===== config.mk =====
export PLATFORM = sky130hd
export DESIGN_NAME = mem_arbiter_rr
export DESIGN_NICKNAME = d
export VERILOG_FILES = /design/src/rtl/mem_arbiter_rr.sv
export SDC_FILE = /design/constraint.sdc
export NUM_CORES = 1
export LEC_CHECK = 0
export BUFFER_PORTS_ARGS = -buffer_cell sky130_fd_sc_hd__buf_2
export CORE_UTILIZATION = 37
export DETAILED_ROUTE_END_ITERATION = 10
export PLACE_DENSITY = 0.77
export SLEW_MARGIN = 20
export SYNTH_ARGS = -nofsm -noshare
export SYNTH_HDL_FRONTEND = slang
export SYNTH_SLANG_ARGS = --single-unit

===== constraint.sdc =====
create_clock -name clk -period 1.9 [get_ports clk]
set_input_delay 0.19 -clock clk [delete_from_list [all_inputs] [get_ports clk]]
set_output_delay 0.19 -clock clk [all_outputs]
set_load 0.02 [all_outputs]

===== src/rtl/mem_arbiter_rr.sv =====
// mem_arbiter_rr: two-requester front end for the single-port synchronous memory.
// Grants one command per cycle with bounded-burst round-robin fairness, registers the
// granted command onto the memory port, and steers each read response back to the
// requester that issued it via a two-stage tag pipe.
module mem_arbiter_rr #(
  parameter int WIDTH     = 32,
  parameter int DEPTH     = 256,
  parameter int ADDR      = 8,
  parameter int MAX_BURST = 4
) (
  input  logic             clk,
  input  logic             rst,
  input  logic             req0_valid,
  input  logic             req0_wr,
  input  logic [ADDR-1:0]  req0_addr,
  input  logic [WIDTH-1:0] req0_wdata,
  output logic             req0_ready,
  output logic             rsp0_valid,
  output logic [WIDTH-1:0] rsp0_rdata,
  input  logic             req1_valid,
  input  logic             req1_wr,
  input  logic [ADDR-1:0]  req1_addr,
  input  logic [WIDTH-1:0] req1_wdata,
  output logic             req1_ready,
  output logic             rsp1_valid,
  output logic [WIDTH-1:0] rsp1_rdata,
  output logic [ADDR-1:0]  mem_addr,
  output logic [WIDTH-1:0] mem_wdata,
  output logic             mem_wrbar,
  input  logic [WIDTH-1:0] mem_rdata
);

  localparam int CW = $clog2(MAX_BURST + 1);
  localparam logic [CW-1:0] CNT_MAX = CW'(MAX_BURST);
  localparam logic [CW-1:0] CNT_ONE = CW'(1);

  // A memory deeper than the address can reach, or a zero burst limit, is a wiring error.
  if (DEPTH > (1 << ADDR) || MAX_BURST < 1) begin : g_bad_params
    $error("mem_arbiter_rr: DEPTH must fit in ADDR bits and MAX_BURST must be >= 1");
  end

  typedef enum logic [1:0] {IDLE, OWN0, OWN1} state_t;

  state_t        state, state_nxt;
  logic [CW-1:0] cnt, cnt_nxt;
  logic          last_gnt, last_gnt_nxt;
  logic          gnt0, gnt1;

  logic          s1_valid, s1_id, s1_read;
  logic          s2_valid, s2_id, s2_read;

  // Pick the winner for this cycle and work out the owner/burst bookkeeping that follows.
  always_comb begin
    gnt0         = 1'b0;
    gnt1         = 1'b0;
    state_nxt    = IDLE;
    cnt_nxt      = cnt;
    last_gnt_nxt = last_gnt;
    if (!rst) begin
      if (req0_valid && !req1_valid) begin
        gnt0 = 1'b1;
      end else if (!req0_valid && req1_valid) begin
        gnt1 = 1'b1;
      end else if (req0_valid && req1_valid) begin
        case (state)
          OWN0:    if (cnt < CNT_MAX) gnt0 = 1'b1; else gnt1 = 1'b1;
          OWN1:    if (cnt < CNT_MAX) gnt1 = 1'b1; else gnt0 = 1'b1;
          default: if (last_gnt) gnt0 = 1'b1; else gnt1 = 1'b1;
        endcase
      end
    end
    if (gnt0) begin
      state_nxt    = OWN0;
      last_gnt_nxt = 1'b0;
      if (state == OWN0) cnt_nxt = (cnt == CNT_MAX) ? cnt : cnt + CNT_ONE;
      else               cnt_nxt = CNT_ONE;
    end else if (gnt1) begin
      state_nxt    = OWN1;
      last_gnt_nxt = 1'b1;
      if (state == OWN1) cnt_nxt = (cnt == CNT_MAX) ? cnt : cnt + CNT_ONE;
      else               cnt_nxt = CNT_ONE;
    end
  end

  assign req0_ready = gnt0;
  assign req1_ready = gnt1;

  // Arbitration state register; last_gnt starts at 1 so requester 0 wins the first tie.
  always_ff @(posedge clk) begin
    if (rst) begin
      state    <= IDLE;
      cnt      <= '0;
      last_gnt <= 1'b1;
    end else begin
      state    <= state_nxt;
      cnt      <= cnt_nxt;
      last_gnt <= last_gnt_nxt;
    end
  end

  // Register the granted command onto the memory port; idle cycles are harmless reads.
  always_ff @(posedge clk) begin
    if (rst) begin
      mem_addr  <= '0;
      mem_wdata <= '0;
      mem_wrbar <= 1'b0;
    end else if (gnt0) begin
      mem_addr  <= req0_addr;
      mem_wdata <= req0_wdata;
      mem_wrbar <= req0_wr;
    end else if (gnt1) begin
      mem_addr  <= req1_addr;
      mem_wdata <= req1_wdata;
      mem_wrbar <= req1_wr;
    end else begin
      mem_wrbar <= 1'b0;
    end
  end

  // Tag pipe tracks each command until its read data appears, two cycles after accept.
  always_ff @(posedge clk) begin
    if (rst) begin
      s1_valid <= 1'b0;
      s1_id    <= 1'b0;
      s1_read  <= 1'b0;
      s2_valid <= 1'b0;
      s2_id    <= 1'b0;
      s2_read  <= 1'b0;
    end else begin
      s1_valid <= gnt0 | gnt1;
      s1_id    <= gnt1;
      s1_read  <= (gnt0 & ~req0_wr) | (gnt1 & ~req1_wr);
      s2_valid <= s1_valid;
      s2_id    <= s1_id;
      s2_read  <= s1_read;
    end
  end

  assign rsp0_valid = s2_valid & s2_read & ~s2_id;
  assign rsp1_valid = s2_valid & s2_read &  s2_id;
  assign rsp0_rdata = rsp0_valid ? mem_rdata : '0;
  assign rsp1_rdata = rsp1_valid ? mem_rdata : '0;

endmodule


; ---- Word-level counts from Yosys, hierarchy flattened
; Index checks and enable logic that the tools add are counted.
; W data, S select, Z words.
[word_totals]
reg_bits = 53
input_bits = 118
elab_cells = 66
[op_classes]
add_sub_neg = 1
n_lt_le_gt_ge = 1
n_eq_ne = 3
muxes = 31
bitwise = 10
reduce_logical = 7
[ops]
columns = cell, n
row1 = $mux W32, 4
row2 = $mux W1, 17
row3 = $mux W8, 2
row4 = $mux W3, 5
row5 = $and A1 B1 Y1, 5
row6 = $pmux W1 S2, 2
row7 = $add A3 B1 Y3 const B, 1
row8 = $eq A3 B3 Y1 const B, 1
row9 = $logic_and A1 B1 Y1, 3
row10 = $lt A3 B3 Y1 const B, 1
row11 = $not A1 Y1, 3
row12 = $eq A2 B1 Y1 const B, 1
row13 = $eq A2 B2 Y1 const B, 1
row14 = $logic_not A1 Y1, 2
row15 = $mux W2, 1
row16 = $or A1 B1 Y1, 2
row17 = $reduce_bool A2 Y1, 1
row18 = $reduce_or A2 Y1, 1

; ---- Longest topological paths before layout
; Gate-level depths: netlist of run 1.
[logic_depth]
ltp_word = 9
mapped_depth = 8
ltp_nobuf = 7

; ---- Least setup slack after synthesis of run 1
; OpenSTA, ideal clock, no wires.
[synth_timing]
path_kind = reg-to-reg
startpoint = register state[0]
endpoint = register mem_wdata[12]
arrival_time_ns = 1.894
t_required_ns = 1.757
setup_slack_ns = -0.137
stages_incl_launch_ff = 8
n_path_buf = 1
synth_period_minus_slack_ns = 2.037
cell_sequence = dfxtp_1 inv_1 ha_1 or3b_4 o22ai_4 buf_12 mux2i_1 a211oi_2
[synth_via]
elab_chain_cells = 7
[synth_rtl]
columns = item, line_no
row1 = from (decl), 44  ; state_t state, state_nxt;
row2 = from (signal assigned), 95  ; state <= state_nxt;
row3 = $eq A2 B2 Y1 / $eq A2 B1 Y1 (equally long branches), 65  ; case (state)
row4 = $pmux W1 S2 *, 65
row5 = $mux W1 *, 64  ; end else if (req0_valid && req1_valid) begin
row6 = $mux W1 *, 62  ; end else if (!req0_valid && req1_valid) begin
row7 = $mux W1 *, 60  ; if (req0_valid && !req1_valid) begin
row8 = $mux W1 *, 59  ; if (!rst) begin
row9 = via req0_ready, 17  ; output logic req0_ready,
row10 = $mux W32 / $reduce_bool A2 Y1 (equally long branches), -
row11 = to (signal assigned), 109  ; mem_wdata <= req0_wdata;
row12 = to (signal assigned), 113  ; mem_wdata <= req1_wdata;
row13 = to (decl), 28  ; output logic [WIDTH-1:0] mem_wdata,
; Mark *: on every way through the listed nets, which the timed path passes. The rest lies on a longest branch.
; A chain may end at the register's enable or synchronous reset.

; ---- Final worst setup path of run 1
[layout_timing]
startpoint = register state[0]
endpoint = register mem_wdata[3]
[layout_via]
elab_chain_cells = 7
[layout_rtl]
columns = item, line_no
row1 = $eq A2 B2 Y1 / $eq A2 B1 Y1 (equally long branches), 65
row2 = $pmux W1 S2, 65
row3 = $mux W1, 64
row4 = $mux W1, 62
row5 = $mux W1, 60
row6 = $mux W1, 59
row7 = $mux W32 / $reduce_bool A2 Y1 (equally long branches), -
; Several ways; a longest one is shown, not always the timed one.

==> results of run 1 <==
==> cell usage in the layout, fill, tap and decap left out, types with 2 or more instances in the layout <==
cell / Yosys / final
sky130_fd_sc_hd__dfxtp_2: 0 / 2
sky130_fd_sc_hd__inv_1: 7 / 6
sky130_fd_sc_hd__buf_2: 5 / 225
sky130_fd_sc_hd__nand2b_1: 6 / 6
sky130_fd_sc_hd__mux2i_1: 41 / 10
sky130_fd_sc_hd__buf_6: 1 / 4
sky130_fd_sc_hd__mux2i_4: 0 / 19
sky130_fd_sc_hd__nor2b_1: 3 / 3
sky130_fd_sc_hd__a21oi_1: 5 / 4
sky130_fd_sc_hd__clkbuf_8: 0 / 5
sky130_fd_sc_hd__o21ai_0: 4 / 3
sky130_fd_sc_hd__and2_1: 64 / 64
sky130_fd_sc_hd__buf_4: 1 / 16
sky130_fd_sc_hd__nor2_1: 44 / 44
sky130_fd_sc_hd__buf_12: 4 / 5
sky130_fd_sc_hd__nand2_1: 7 / 7
sky130_fd_sc_hd__a211oi_1: 3 / 3
sky130_fd_sc_hd__dfxtp_1: 53 / 51
sky130_fd_sc_hd__mux2i_2: 0 / 12
sky130_fd_sc_hd__nand3_1: 3 / 3
sky130_fd_sc_hd__buf_16: 0 / 4
sky130_fd_sc_hd__ha_1: 4 / 3
sky130_fd_sc_hd__a211oi_2: 39 / 38
sky130_fd_sc_hd__clkbuf_1: 16 / 2
==> synthesized netlist by cell type, drive strengths merged <==
master  count
a211o       1
a211oi     42
a21boi      3
a21o        1
a21oi       5
and2       64
and3        1
buf        11
clkbuf     16
dfxtp      53
ha          4
inv         7
mux2        1
mux2i      41
nand2       7
nand2b      6
nand3       3
nand3b      1
nor2       44
nor2b       3
nor3        1
nor4b       1
o21ai       4
o221a       1
o22ai       3
or2b        1
or3b        1
==> flip-flops by register name (all words and copies together), names as in the netlist <==
signal and flops:
mem_wdata 32, mem_addr 8, cnt 3, state 2
last_gnt 1, mem_wrbar 1, s1_id 1, s1_read 1
s1_valid 1, s2_id 1, s2_read 1, s2_valid 1
==> timing repair <==
| action | CTS | global route |
|---|---|---|
| endpoints found under the setup margin | 45 | 46 |
| hold buffers | 0 | 0 |
| gates resized for setup | 34 | 36 |
| gates cloned | 5 | 1 |
| pin swaps | 10 | 19 |
| buffers inserted | 7 | 5 |
==> metal layers <==
layer	track usage [%]	up-vias	share of wire, %
li1	-	1595	-
met1	22.7	1502	38
met2	40.8	150	54
met3	6.02	6	7.7
met4	5.64	0	0.74
met5	0	-	0
==> per-stage QoR <==
step	TNS, ps	cell area (sq um)	hold slack [ps]
5_1_grt	-5240	5000	68.9
4_1_cts	-4180	4770	71.4
2_1_floorplan	-1540	3110	284
6_report	-2960	5000	78.9
3_3_place_gp	-750	4330	392
3_5_place_dp	-2910	4330	401
==> critical path: cells and delay by family (launching register included) <==
kind	cells	cell delay, ps
and+or+nand+nor	1	390
AOI/OAI and AO/OA	2	280
DFF	1	350
muxes	1	220
adders and majority gates	1	200
buffers and inverters	4	450
==> cells by family (layout without fill, tap and decap cells) <==
group | after synthesis | after routing | share of synthesized area, %
AOI/OAI and AO/OA | 60 | 60 | 20.6
adders and majority gates | 4 | 4 | 1.62
buffers and inverters | 34 | 271 | 6.80
DFF | 53 | 53 | 34.3
muxes | 42 | 42 | 13.6
and+or+nand+nor | 133 | 133 | 23.0
==> power groups by stage <==
| stage | clock, mW | combinational [mW] | sequential, mW |
|---|---|---|---|
| finish | 0.642 | 1.01 | 1.25 |
| global route | 0.709 | 1.08 | 1.26 |
| CTS | 0.658 | 0.931 | 1.25 |
| detailed placement | 0 | 0.780 | 1.27 |
| global placement | 0 | 0.756 | 1.27 |
| floorplan | 0 | 0.412 | 1.36 |
==> final timing paths <==
path,startpoint,to,slack [ps],cells past startpoint
worst max register to register,state[0]$_SDFF_PP0_,mem_wdata[3]$_SDFFE_PP0P_,-140,9
worst min-delay path,req1_wr,s1_read$_SDFF_PP0_,80,2
worst max-delay path,state[0]$_SDFF_PP0_,mem_wdata[3]$_SDFFE_PP0P_,-140,9
worst min register to register,s1_id$_SDFF_PP0_,s2_id$_SDFF_PP0_,440,1
==> cell type report <==
class,instances,area [sq um]
Clock buffer,7,76.3
Clock inverter,1,7.51
Fill cell,666,2890
Inverter,7,26.3
Multi-Input combinational cell,239,2160
Sequential cell,53,1060
Tap cell,102,128
Timing Repair Buffer,256,1540
==> flow_summary.json, run 1 <==
{
  "run_status": "finished, violations left",
  "violations": "negative setup slack",
  "numPortBuffers": 226,
  "cts_inserted_buffers": 5,
  "clkPwrFrac_pct": 22.1,
  "die-area_sq_mm": 0.00872,
  "final_period_minus_worst_setup_slack_ps": 2040,
  "synth_area_leaders": "sky130_fd_sc_hd__dfxtp_1 (34%), sky130_fd_sc_hd__a211oi_2 (16%), sky130_fd_sc_hd__mux2i_1 (13%), sky130_fd_sc_hd__and2_1 (13%), sky130_fd_sc_hd__nor2_1 (5.3%)",
  "design.final.nets": 684,
  "timing_hold_violations_final": 0,
  "ant_nets": 0,
  "fin_total_pwr_mw": 2.91,
  "antenna_found_initial": 0,
  "final_critical_path_setup_slack_ps": -138,
  "detailed_place_hpwl_mm": 6.95,
  "critical_path.cell_chain": "inv_2, ha_4, or3b_4, o22ai_4, buf_6, buf_12, buf_16, mux2i_2, a211oi_2",
  "area_growth_syn_to_layout_pct": 61.8,
  "synth_seq_cells": 53,
  "number_of_pins_exceeding_their_max_slew_limit_in_the_final_report": 0,
  "pwr-share-comb_pct": 34.9,
  "clkSlewWorstSetupHoldPaths_ps": 100,
  "insertedDiodeCount": 0,
  "setup.worst_path.class": "flop to flop",
  "synth-seq-area-share_pct": 34.3,
  "grt-ovfl-total": 0,
  "grt_setup_unrepaired": "true",
  "internal-power_mw": 1.96,
  "pwr_density_cell_mw_per_mm2": 581,
  "final-instance-count-excl-fill": 665,
  "cts_tree": "built",
  "root_buffer": "sky130_fd_sc_hd__clkbuf_8",
  "ir_worst_vdd_mv": 0.438,
  "numPlacedInstances": 641,
  "syn-num-nets": 448,
  "synthesis.yosys.warnings": 0,
  "cap_viol_max_count": 0,
  "first_global_vias": 3024,
  "grt_max_degree": 46,
  "fmaxAchievable_mhz": 491,
  "net-switching-power_mw": 0.947,
  "setup_viol": 42,
  "share_seq_of_total_power_pct": 43.0,
  "grt_util_all_layers_pct": 21.4,
  "synth_cells": 326,
  "post_synth_num_cell_types": 32,
  "post_synth_instance_area_sq_mm": 0.00309,
  "max_slew.worst_pin.slew_ps": 715,
  "postRouteWirelength_mm": 9.91,
  "start_util_pct": 39.2,
  "synth.avg_cell_area_sq_um": 9.48,
  "core_area_sq_mm": 0.00789,
  "drt-wirelength-per-cell_microns": 14.9,
  "power.static_leakage_nw": 2.41,
  "synth_top_area_cell": "sky130_fd_sc_hd__dfxtp_1",
  "fp.dieW_microns": 93.4,
  "cts_buffer_depth": 2,
  "timing.slew.headroom_pct": 52.4,
  "clk_latency_ps": 310,
  "worst-endpoint-arrival_ps": 2200,
  "rows": 32,
  "remaining_drc_errors": 0,
  "critical_path.startpoint_type": "flop",
  "synth_largest_type_area_fraction_pct": 34.3,
  "drt_first_pass_iters": 4,
  "die-height_microns": 93.4,
  "cts-htree-levels": 2,
  "worstHoldPathType": "input pin to flop",
  "vias_post_dr": 3253,
  "via_per_inst": 4.89,
  "cp_data_required_time_ps": 2060,
  "timing.critical_path.fanout_max": 6,
  "clock_sink_count": 53,
  "worst_path_largest_cell_delay_ps": 390,
  "sw_frac_of_total_pct": 32.6,
  "layout_cell_share_with_drive_strength_beyond_1_pct": 61.3,
  "io_pins": 227,
  "critical_path.endpoint_type": "flop",
  "grt_pass1_wl_mm": 14.5,
  "skew_ps": 11.6,
  "finish.utilization_pct": 63.4,
  "gp_congestion": 0.844,
  "cp_slowest_cell": "sky130_fd_sc_hd__or3b_4",
  "post-route-period-util_pct": 107,
  "drt_first_iter_violations": 36,
  "pre_cts_ws_ps": -117
}
Note: power is estimated with default switching activity, not from simulation.
==> run 2: changes to the inputs <==
- CORE_ASPECT_RATIO: not set -> 2
==> run 2 against run 1 <==
  * Flip-flop and latch count stayed put
  * The run still ends with negative setup slack left
  * Largest power group unchanged
  * Via count hardly changed
  * Worst hold slack better by 6.5 ps
  * Combinational power is essentially flat
  * Cell count is 1.7% lower
==> flow_summary.json, run 2 (same netlist as run 1, synthesis figures left out) <==
{
  "die-area_sq_mm": 0.00874,
  "violations": "negative setup slack",
  "cts-htree-levels": 2,
  "clk_latency_ps": 290,
  "first_global_vias": 3074,
  "grt_pass1_wl_mm": 14.4,
  "fillCellCount": 664,
  "run_status": "finished, violations left",
  "largest_register_by_flop_count": "mem_wdata",
  "reg.largest.list": "mem_wdata: 32 flops, mem_addr: 8 flops, cnt: 3 flops",
  "max_slew.worst_pin.slew_ps": 631,
  "vias_post_dr": 3250,
  "grt_setup_unrepaired": "true",
  "final_period_minus_worst_setup_slack_ps": 2050,
  "setup_viol": 42,
  "core_area_sq_mm": 0.00800,
  "detailed_place_hpwl_mm": 7.09,
  "critical_path.endpoint_type": "flop",
  "insertedDiodeCount": 0,
  "fin_total_pwr_mw": 3.26,
  "design.final.nets": 679,
  "cts_tree": "built",
  "timing_hold_violations_final": 0,
  "cts_inserted_buffers": 5,
  "drt_first_pass_iters": 4,
  "cap_viol_max_count": 0,
  "ant_nets": 0,
  "root_buffer": "sky130_fd_sc_hd__clkbuf_16",
  "grt_max_degree": 43,
  "finish.utilization_pct": 62.1,
  "final-seq-area_sq_mm": 0.00106,
  "grt_util_all_layers_pct": 21.6,
  "timing.slew.headroom_pct": 57.9,
  "ir_worst_vdd_mv": 0.682,
  "timing.critical_path.fanout_max": 6,
  "start_util_pct": 38.6,
  "gp_congestion": 0.819,
  "remaining_drc_errors": 0,
  "io_pins": 227,
  "antenna_found_initial": 0,
  "power.static_leakage_nw": 2.41,
  "die-height_microns": 131,
  "pwr_density_cell_mw_per_mm2": 656,
  "numPortBuffers": 226,
  "layout_cell_share_with_drive_strength_beyond_1_pct": 60.2,
  "clock_sink_count": 53,
  "mostFrequentLayoutCells": "sky130_fd_sc_hd__buf_2 (225), sky130_fd_sc_hd__and2_1 (64), sky130_fd_sc_hd__dfxtp_1 (51)",
  "area_growth_syn_to_layout_pct": 60.9,
  "cp_data_required_time_ps": 2050,
  "postRouteWirelength_mm": 9.85,
  "post-route-period-util_pct": 108,
  "clkSlewWorstSetupHoldPaths_ps": 70,
  "largest_reg_flops": 32,
  "skew_ps": 7.96,
  "setup.worst_path.class": "flop to flop",
  "multi_input_comb_area_sq_mm": 0.00212,
  "critical_path.startpoint_type": "flop",
  "fp.dieW_microns": 66.6,
  "drt-wirelength-per-cell_microns": 15.1,
  "fmaxAchievable_mhz": 488,
  "worst_hold_slack_ps": 85.4,
  "via_per_inst": 4.97,
  "cts_buffer_depth": 2,
  "final_critical_path_setup_slack_ps": -148,
  "worst-endpoint-arrival_ps": 2190,
  "grt-ovfl-total": 0,
  "final_common_cell": "sky130_fd_sc_hd__buf_2",
  "drt_first_iter_violations": 75,
  "rows": 46,
  "number_of_pins_exceeding_their_max_slew_limit_in_the_final_report": 0,
  "worstHoldPathType": "input pin to flop"
}
[run 2: cell types whose count changed in the layout (fill, tap and decap cells not counted), sizes merged]
cell,before,now
buf,255,249
bufinv,0,1
clkbuf,8,7
clkinv,0,1
clkinvlp,1,0
inv,7,8
[run 2: power breakdown]
part | switching [mW] | internal (mW)
clock network | 0.402 | 0.624
logic | 0.514 | 0.472
registers | 0.0476 | 1.20
[run 2: layout make-up]
class	count	area share, %
multi-input cells	239	42.7
repair buffers	251	29.5
inverters	7	0.529
well taps	96	2.42
clock buffers	5	2.52
flip-flops and latches	53	21.4
clock inverters	3	0.881
[run 2: repair_timing]
action                     4_1_cts  5_1_grt
pin swaps                        6       14
setup endpoints to repair       42       45
hold buffers                     0        0
setup buffers                    8        0
resized for setup               19       40
gates cloned                     2        2
[run 2: final timing paths]
| path | from | to | slack, ps | cells past startpoint |
|---|---|---|---|---|
| setup / recovery | state[0]$_SDFF_PP0_ | mem_wdata[3]$_SDFFE_PP0P_ | -150 | 8 |
| hold / removal | req1_wr | s1_read$_SDFF_PP0_ | 90 | 2 |
| setup reg to reg | state[0]$_SDFF_PP0_ | mem_wdata[3]$_SDFFE_PP0P_ | -150 | 8 |
| hold reg to reg | s1_read$_SDFF_PP0_ | s2_read$_SDFF_PP0_ | 450 | 1 |
[run 2: metal layers]
layer  track usage (%)  vias to the layer above  part of all wire [%]
li1                  -                     1574                     -
met1              20.4                     1489                    34
met2              41.8                      170                    55
met3              4.95                       17                   7.8
met4              7.92                        0                   2.8
met5                 0                        -                     0
[run 2: critical path: stages (launching register included)]
cell                        delay, ps
sky130_fd_sc_hd__dfxtp_2          340
sky130_fd_sc_hd__inv_2             40
sky130_fd_sc_hd__ha_4             220
sky130_fd_sc_hd__or3b_4           410
sky130_fd_sc_hd__o22ai_4          220
sky130_fd_sc_hd__buf_12           180
sky130_fd_sc_hd__clkbuf_16        170
sky130_fd_sc_hd__mux2i_4          230
sky130_fd_sc_hd__a211oi_2          80
[run 2: metrics by stage]
stage                     instance area, sq um  cells  worst slack [ps]  TNS, ps
after floorplan                           3110    326             -49.1    -1540
after global placement                    4320    634             -97.8    -1510
after detailed placement                  4320    634              -142    -2570
after CTS                                 4680    652              -129    -3350
after global routing                      4970    654              -210    -6210
final                                     4970    654              -148    -3650
